### src/rtl/prog_loader.sv
// Boot-time program loader: takes a length-prefixed word stream, writes it into the
// instruction memory from address 0, pads the rest with FILL_WORD and holds the core
// in reset until the image is complete.
// Optional feature: define LOADER_CHECKSUM_EN to require a trailing checksum word.
module prog_loader #(
    parameter int unsigned            DATA_BITS  = 8,
    parameter int unsigned            ADDR_BITS  = 8,
    parameter int unsigned            MEM_DEPTH  = 256,
    parameter logic [DATA_BITS-1:0]   FILL_WORD  = '0,
    parameter int unsigned            RESET_HOLD = 4
) (
    input  logic                 clk,
    input  logic                 reset,
    input  logic                 start,
    input  logic [DATA_BITS-1:0] in_data,
    input  logic                 in_valid,
    output logic                 in_ready,
    output logic                 mem_we,
    output logic [ADDR_BITS-1:0] mem_addr,
    output logic [DATA_BITS-1:0] mem_wdata,
    output logic                 core_reset,
    output logic                 busy,
    output logic                 done,
    output logic                 err
);

    localparam int unsigned HoldW = (RESET_HOLD > 1) ? $clog2(RESET_HOLD) : 1;

    typedef enum logic [2:0] {
        StIdle,
        StLen,
        StLoad,
        StFill,
        StCsum,
        StHold,
        StDone,
        StError
    } state_e;

`ifdef LOADER_CHECKSUM_EN
    localparam state_e StAfterData = StCsum;
`else
    localparam state_e StAfterData = StHold;
`endif

    state_e                 state_q, state_d;
    logic [ADDR_BITS-1:0]   cnt_q, cnt_d;
    logic [DATA_BITS-1:0]   len_q, len_d;
    logic [HoldW-1:0]       hold_q, hold_d;
    logic                   we_d;
    logic [ADDR_BITS-1:0]   addr_d;
    logic [DATA_BITS-1:0]   wdata_d;
`ifdef LOADER_CHECKSUM_EN
    logic [DATA_BITS-1:0]   sum_q, sum_d;
`endif

    logic accept;
    logic last_load;
    logic last_fill;

    assign accept    = in_valid & in_ready;
    // Compared in 32 bits so the address counter never has to step past MEM_DEPTH-1.
    assign last_load = (32'(cnt_q) == (32'(len_q) - 32'd1));
    assign last_fill = (32'(cnt_q) == (MEM_DEPTH - 32'd1));

    // State-decoded status outputs.
    always_comb begin
        in_ready   = (state_q == StLen) || (state_q == StLoad) || (state_q == StCsum);
        busy       = (state_q == StLen) || (state_q == StLoad) || (state_q == StFill) ||
                     (state_q == StCsum) || (state_q == StHold);
        done       = (state_q == StDone);
        err        = (state_q == StError);
        core_reset = (state_q != StDone);
    end

    // Next-state, counters and the registered memory write port.
    always_comb begin
        state_d = state_q;
        cnt_d   = cnt_q;
        len_d   = len_q;
        hold_d  = '0;
        we_d    = 1'b0;
        addr_d  = mem_addr;
        wdata_d = mem_wdata;
`ifdef LOADER_CHECKSUM_EN
        sum_d   = sum_q;
`endif
        case (state_q)
            StIdle: begin
                if (start) state_d = StLen;
            end
            StLen: begin
                if (accept) begin
                    len_d = in_data;
                    cnt_d = '0;
`ifdef LOADER_CHECKSUM_EN
                    sum_d = '0;
`endif
                    if (32'(in_data) > MEM_DEPTH) begin
                        state_d = StError;
                    end else if (in_data == '0) begin
                        state_d = StFill;
                    end else begin
                        state_d = StLoad;
                    end
                end
            end
            StLoad: begin
                if (accept) begin
                    we_d    = 1'b1;
                    addr_d  = cnt_q;
                    wdata_d = in_data;
`ifdef LOADER_CHECKSUM_EN
                    sum_d   = sum_q + in_data;
`endif
                    if (last_load) begin
                        if (32'(len_q) < MEM_DEPTH) begin
                            cnt_d   = cnt_q + ADDR_BITS'(1);
                            state_d = StFill;
                        end else begin
                            state_d = StAfterData;
                        end
                    end else begin
                        cnt_d = cnt_q + ADDR_BITS'(1);
                    end
                end
            end
            StFill: begin
                we_d    = 1'b1;
                addr_d  = cnt_q;
                wdata_d = FILL_WORD;
                if (last_fill) begin
                    state_d = StAfterData;
                end else begin
                    cnt_d = cnt_q + ADDR_BITS'(1);
                end
            end
            StCsum: begin
`ifdef LOADER_CHECKSUM_EN
                if (accept) begin
                    state_d = (in_data == sum_q) ? StHold : StError;
                end
`else
                state_d = StIdle;
`endif
            end
            StHold: begin
                if (hold_q == HoldW'(RESET_HOLD - 1)) begin
                    state_d = StDone;
                end else begin
                    hold_d = hold_q + HoldW'(1);
                end
            end
            StDone, StError: begin
                if (start) state_d = StLen;
            end
            default: state_d = StIdle;
        endcase
    end

    // State and write-port registers; synchronous reset.
    always_ff @(posedge clk) begin
        if (reset) begin
            state_q   <= StIdle;
            cnt_q     <= '0;
            len_q     <= '0;
            hold_q    <= '0;
            mem_we    <= 1'b0;
            mem_addr  <= '0;
            mem_wdata <= '0;
`ifdef LOADER_CHECKSUM_EN
            sum_q     <= '0;
`endif
        end else begin
            state_q   <= state_d;
            cnt_q     <= cnt_d;
            len_q     <= len_d;
            hold_q    <= hold_d;
            mem_we    <= we_d;
            mem_addr  <= addr_d;
            mem_wdata <= wdata_d;
`ifdef LOADER_CHECKSUM_EN
            sum_q     <= sum_d;
`endif
        end
    end

endmodule
### config.mk
export PLATFORM = sky130hd
export DESIGN_NAME = prog_loader
export DESIGN_NICKNAME = d
export VERILOG_FILES = /design/src/rtl/prog_loader.sv
export SDC_FILE = /design/constraint.sdc
export NUM_CORES = 1
export LEC_CHECK = 0
export CAP_MARGIN = 20
export CELL_PAD_IN_SITES_DETAIL_PLACEMENT = 0
export CELL_PAD_IN_SITES_GLOBAL_PLACEMENT = 2
export CORE_MARGIN = 2
export CORE_UTILIZATION = 30
export DETAILED_ROUTE_END_ITERATION = 8
export HOLD_SLACK_MARGIN = 0.15
export PLACE_DENSITY_LB_ADDON = 0.1
export SLEW_MARGIN = 20
export SYNTH_ARGS = -nofsm -noshare
export SYNTH_HDL_FRONTEND = slang
export SYNTH_SLANG_ARGS = --single-unit
### constraint.sdc
create_clock -name clk -period 2.34 [get_ports clk]
set_clock_uncertainty 0.2 [all_clocks]
set_input_delay 0.585 -clock clk [delete_from_list [all_inputs] [get_ports clk]]
set_output_delay 0.585 -clock clk [all_outputs]
set_load 0.005 [all_outputs]
Word level (Yosys, flattened, before mapping) --
Index checks and enable logic that the tools add are counted.
Operators by class: $add $sub $neg 3, eq/ne operators 18, multiplexer cells 18, bitwise logic cells 2, reductions and logical operators 15
Operators by type and width (count):
- $mux W8 | 5
- $eq A8 B32 Y1 | 1
- $pmux W8 S2 | 2
- $pmux W8 S3 | 1
- $mux W3 | 6
- $pmux W3 S6 | 1
- $eq A3 B3 Y1 const B | 4
- $ne A2 B2 Y1 const B | 5
- $sub A8 B1 Y9 const B | 1
- $add A8 B1 Y8 const B | 1
- $eq A8 B8 Y1 const B | 1
- $logic_not A8 Y1 | 1
- $eq A3 B2 Y1 const B | 2
- $reduce_and A6 Y1 | 1
- $reduce_or A3 Y1 | 2
- $logic_or A1 B1 Y1 | 5
- $ne A2 B1 Y1 const B | 2
- $reduce_and A2 Y1 | 2
- $reduce_and A4 Y1 | 1
- $eq A3 B1 Y1 const B | 1
- $logic_not A3 Y1 | 1
- $ne A3 B3 Y1 const B | 1
- $reduce_bool A3 Y1 | 1
- $add A2 B1 Y2 const B | 1
- other kinds (6) | 7
Word-level totals: bits in registers 38, bits of input ports 12

Depth between registers and ports, before layout --
depth after elaboration 6, depth in mapped cells 8, mapped depth without buffers 8

Least setup slack after synthesis --
Ideal clock, no wire load.
path kind reg2reg, start point reg len_q[0], end point reg state_q[0], data arrival time 1789 ps, data required time 2049 ps, path slack 260 ps, stages on the path, launching flop included 9, path buffers 0, clock period less this slack 2080 ps, cells stage by stage dfxtp_1 > inv_1 > ha_1 > or4b_4 > nor2_4 > xnor2_1 > nor4_2 > o2111ai_1 > a311oi_1
Between the ends: cells in the longest elaborated chain, start to end 4
Ends and longest elaborated chain:
- from (decl) | line 48 | logic [DATA_BITS-1:0] len_q, len_d;
- from (signal assigned) | line 177 | len_q <= len_d;
- $sub A8 B1 Y9 | line 63 | assign last_load = (32'(cnt_q) == (32'(len_q) - 32'd1));
- $eq A8 B32 Y1 | line 63
- $ne A2 B2 Y1 (no source line)
- $reduce_and A6 Y1 (no source line)
- to (signal assigned) | line 164 | state_q <= StIdle;
- to (signal assigned) | line 175 | state_q <= state_d;
- to (decl) | line 46 | state_e state_q, state_d;
No other way between the ends. A chain may end at the register's enable or synchronous reset.

Worst setup path after layout --
Ends and elaborated chain as after synthesis.

==> summary.md <==
| Metric | Value |
|---|---|
| Hold/Removal Path Class | `reg -> reg` |
| Cells after synthesis | `228` |
| Worst-Skew Late Latency | `290 ps` |
| Internal reg-to-reg setup slack | `30 ps` |
| Worst setup path endpoint | `state_q[0]$_SDFFE_PP0P_` |
| Fillers | `616` |
| Final hold slack | `231 ps` |
| NetSw | `719 uW` |
| Die height | `82.5 um` |
| Most frequent cells in the layout | `36 x nor2_1, 34 x dfxtp_1, 32 x buf_4` |
| M2 GR Usage | `23.3%` |
| Register area share after synthesis | `41.2%` |
| TritonCTS Sinks | `38` |
| Post-synth EDFFs | `0` |
| Reg2Reg Depth | `8` |
| Startpoint types | `flop` |
| HPWL after DPL | `3.54 mm` |
| Largest net degree at the start of global routing | `22` |
| CTS Hold Bufs | `0` |
| RSZ-0062 raised after global routing | `yes` |
| Synth Warn # | `0` |
| First-pass GRT wire length | `7.82 mm` |
| Yosys reg bits | `38` |
| Buffer and inverter count on the worst path | `1` |
| Async SR Flop Fraction | `0%` |
| Total CTS buffers | `5` |
| Tcrit/Tclk final | `98.9%` |
| Finish-stage setup viols | `0` |
| Clk pwr share | `23.3%` |
| Diodes inserted | `0` |
| IO Count | `34` |
| Post-route cell area | `2580 um^2` |
| Max VDD drop | `0.397 mV` |
| Leak | `0.000995 uW` |
| Tmin final | `2310 ps` |
| Avg Inst Size Synth | `8.11 um^2` |
| Maximum clock rate | `432 MHz` |
| Most common cell after layout, fill and taps aside | `nor2_1` |
| Internal power | `1360 uW` |
| Post-Syn Nets | `243` |
| Layout area overhead | `39.8%` |
| CTS tree | `done` |
| Die W | `82.5 um` |
| Pwr Density | `803 nW/um^2` |
| Vias | `1713` |
| DP Area | `2430 um^2` |
| Mapped Area | `1850 um^2` |
| Final #Nets | `300` |
| GR peak layer | `met2` |
| Root buffer cell | `clkbuf_8` |
| M3 GR Usage | `3.91%` |
| CP required | `2330 ps` |
| Average routed wire per standard cell | `13.3 um` |
| Initial Util | `31.2%` |
| Outcome | `finished, final reports clean` |
| Die area | `6800 um^2` |
| R2r endpoint | `state_q[0]$_SDFFE_PP0P_` |
| Row count | `28` |
| CP Cell Sequence | `inv_2 -> ha_4 -> or4b_4 -> nor2_4 -> xnor2_1 -> nor4_2 -> o2111ai_2 -> a311oi_1` |
| Vias per cell | `4.75` |
| Port buffer count | `33` |
| Crit Path Class | `reg -> reg` |
| Worst-margin pin slew | `456 ps` |
| Clk buf depth | `2` |
| Initial DRC count | `34` |
| Worst rel slew slack | `69.3%` |
| Levels on crit path | `8` |
| Initial antenna violation count | `0` |
| Final wirelength | `4.80 mm` |
| Top_reg_cell synth | `dfxtp_1` |
| Comb pwr share | `38.5%` |
| First-pass detailed-route iteration total | `4` |
| Crit path DAT | `2300 ps` |
| Number of library cell types mapped by synthesis | `42` |
| Register area | `771 um^2` |
| Grt met1 use | `20.8%` |
| Max-cap check violation count | `0` |
| R2R Path Start | `len_q[0]$_SDFFE_PP0P_` |
| Placeable Area | `5920 um^2` |
| Clock transition at path regs | `80 ps` |
| CP startpoint | `len_q[0]$_SDFFE_PP0P_` |
| Multi-input gate area | `1010 um^2` |
| Final GP Congestion | `0.745` |
| Seq pwr share | `38.2%` |
| Hold Vio Cnt, Final | `0` |
| Gr usage total | `15.2%` |
| Critical Path Slowest Stage Cell | `or4b_4` |
| Share of layout cells above drive strength 1 | `20.3%` |
| CP top delay family | `simple AND/OR/NAND/NOR gates` |
| Largest driver fanout on the critical path | `4` |
| CP Capture Type | `flop` |
| Slew Limit Fails | `0` |
| Max incr delay on CP | `480 ps` |
| Total global routing overflow | `0` |
| H-tree lvl count | `2` |
| # DRC | `0` |
| Final antenna-violating net count | `0` |
| Vias in the first global route | `1592` |
| Net Sw Frac | `34.7%` |
-- Yosys cell counts (all sizes together) (2+ instances only) --
cell	count	share of area, %
dfxtp	38	41
nor2	37	7.9
nand2	23	4.7
a21oi	22	6.0
xnor2	12	5.7
inv	9	1.8
mux2i	9	4.9
and3	8	2.7
clkbuf	8	1.6
buf	7	1.8
nand3	7	1.9
o21ai	7	1.9
nor3	5	1.4
nor4	4	1.7
ha	3	2.0
xor2	3	1.4
a311oi	2	1.3
nand4	2	0.68
o211ai	2	0.81
o221ai	2	0.95
or2	2	0.68
-- sequential cells by signal, summed over array words and instances (netlist names) --
| signal | cells |
|---|---|
| cnt_q | 8 |
| hold_q | 2 |
| len_q | 8 |
| mem_addr | 8 |
| mem_wdata | 8 |
| mem_we | 1 |
| state_q | 3 |
-- stage by stage --
stage	setup TNS [ps]	instances	total power [uW]	setup slack [ps]	utilization (%)
floorplan	0	228	1260	260	-
detailed placement	-56.4	350	1570	-53.2	41.1
CTS	0	359	2090	1.23	42.9
finish	0	361	2070	25.7	43.6
global route	-57.8	361	2230	-57.8	43.6
global placement	-41.6	350	1580	-41.3	41.1
-- cell families (layout without fill, tap and decap cells) --
logic type / count (synthesis) / after routing / share of synthesized area [%]
and+or+nand+nor: 96 / 96 / 25.0
buffers and inverters: 24 / 82 / 5.21
AOI/OAI and AO/OA: 42 / 42 / 14.0
xor gates and xnor gates: 15 / 15 / 7.11
DFF: 38 / 38 / 41.2
muxes: 10 / 10 / 5.48
adders and majority gates: 3 / 3 / 2.03
-- how the worst min path moves through the flow --
stage / from / depth (start not counted) / slack (ps) / endpoint
2_1_floorplan: hold_q[0]$_SDFF_PP0_ / 1 / 200 / hold_q[0]$_SDFF_PP0_
3_3_place_gp: hold_q[0]$_SDFF_PP0_ / 1 / 210 / hold_q[0]$_SDFF_PP0_
3_5_place_dp: hold_q[0]$_SDFF_PP0_ / 1 / 210 / hold_q[0]$_SDFF_PP0_
4_1_cts: hold_q[0]$_SDFF_PP0_ / 1 / 230 / hold_q[0]$_SDFF_PP0_
5_1_grt: hold_q[0]$_SDFF_PP0_ / 1 / 250 / hold_q[0]$_SDFF_PP0_
6_report: hold_q[0]$_SDFF_PP0_ / 1 / 230 / hold_q[0]$_SDFF_PP0_
-- layer usage --
layer  share of wire (%)  wire length, um
met5                   0                0
met1                  50             2400
met3                 3.5              166
met2                  46             2190
met4                0.92               44
-- worst register-to-register path: stages (launching register included) --
cell and delay [ps]:
dfxtp_2 340, inv_2 70, ha_4 140, or4b_4 480, nor2_4 90, xnor2_1 70, nor4_2 320, o2111ai_2 180
a311oi_1 310
-- area by class of cell --
| class | instances | share of cell area, % |
|---|---|---|
| clock buffer | 6 | 3.20 |
| clock inverter | 2 | 0.484 |
| inverter | 9 | 1.31 |
| multi-input combinational | 166 | 39.3 |
| sequential | 38 | 29.8 |
| tap | 75 | 3.63 |
| timing repair buffer | 65 | 22.3 |
-- power by group through the flow --
| stage | sequential, uW | combinational [uW] | clock [uW] |
|---|---|---|---|
| 2_1_floorplan | 761 | 500 | 0 |
| 3_3_place_gp | 797 | 783 | 0 |
| 3_5_place_dp | 795 | 777 | 0 |
| 4_1_cts | 786 | 796 | 506 |
| 5_1_grt | 807 | 888 | 533 |
| 6_report | 793 | 798 | 484 |
-- what timing repair did --
| item | CTS | global route |
|---|---|---|
| endpoints found under the hold margin | 0 | 0 |
| endpoints found under the setup margin | 5 | 3 |
| pin swaps | 3 | 4 |
| gates resized for setup | 4 | 9 |
| buffers inserted | 1 | 2 |
Note: power is estimated with default switching activity, not from simulation.
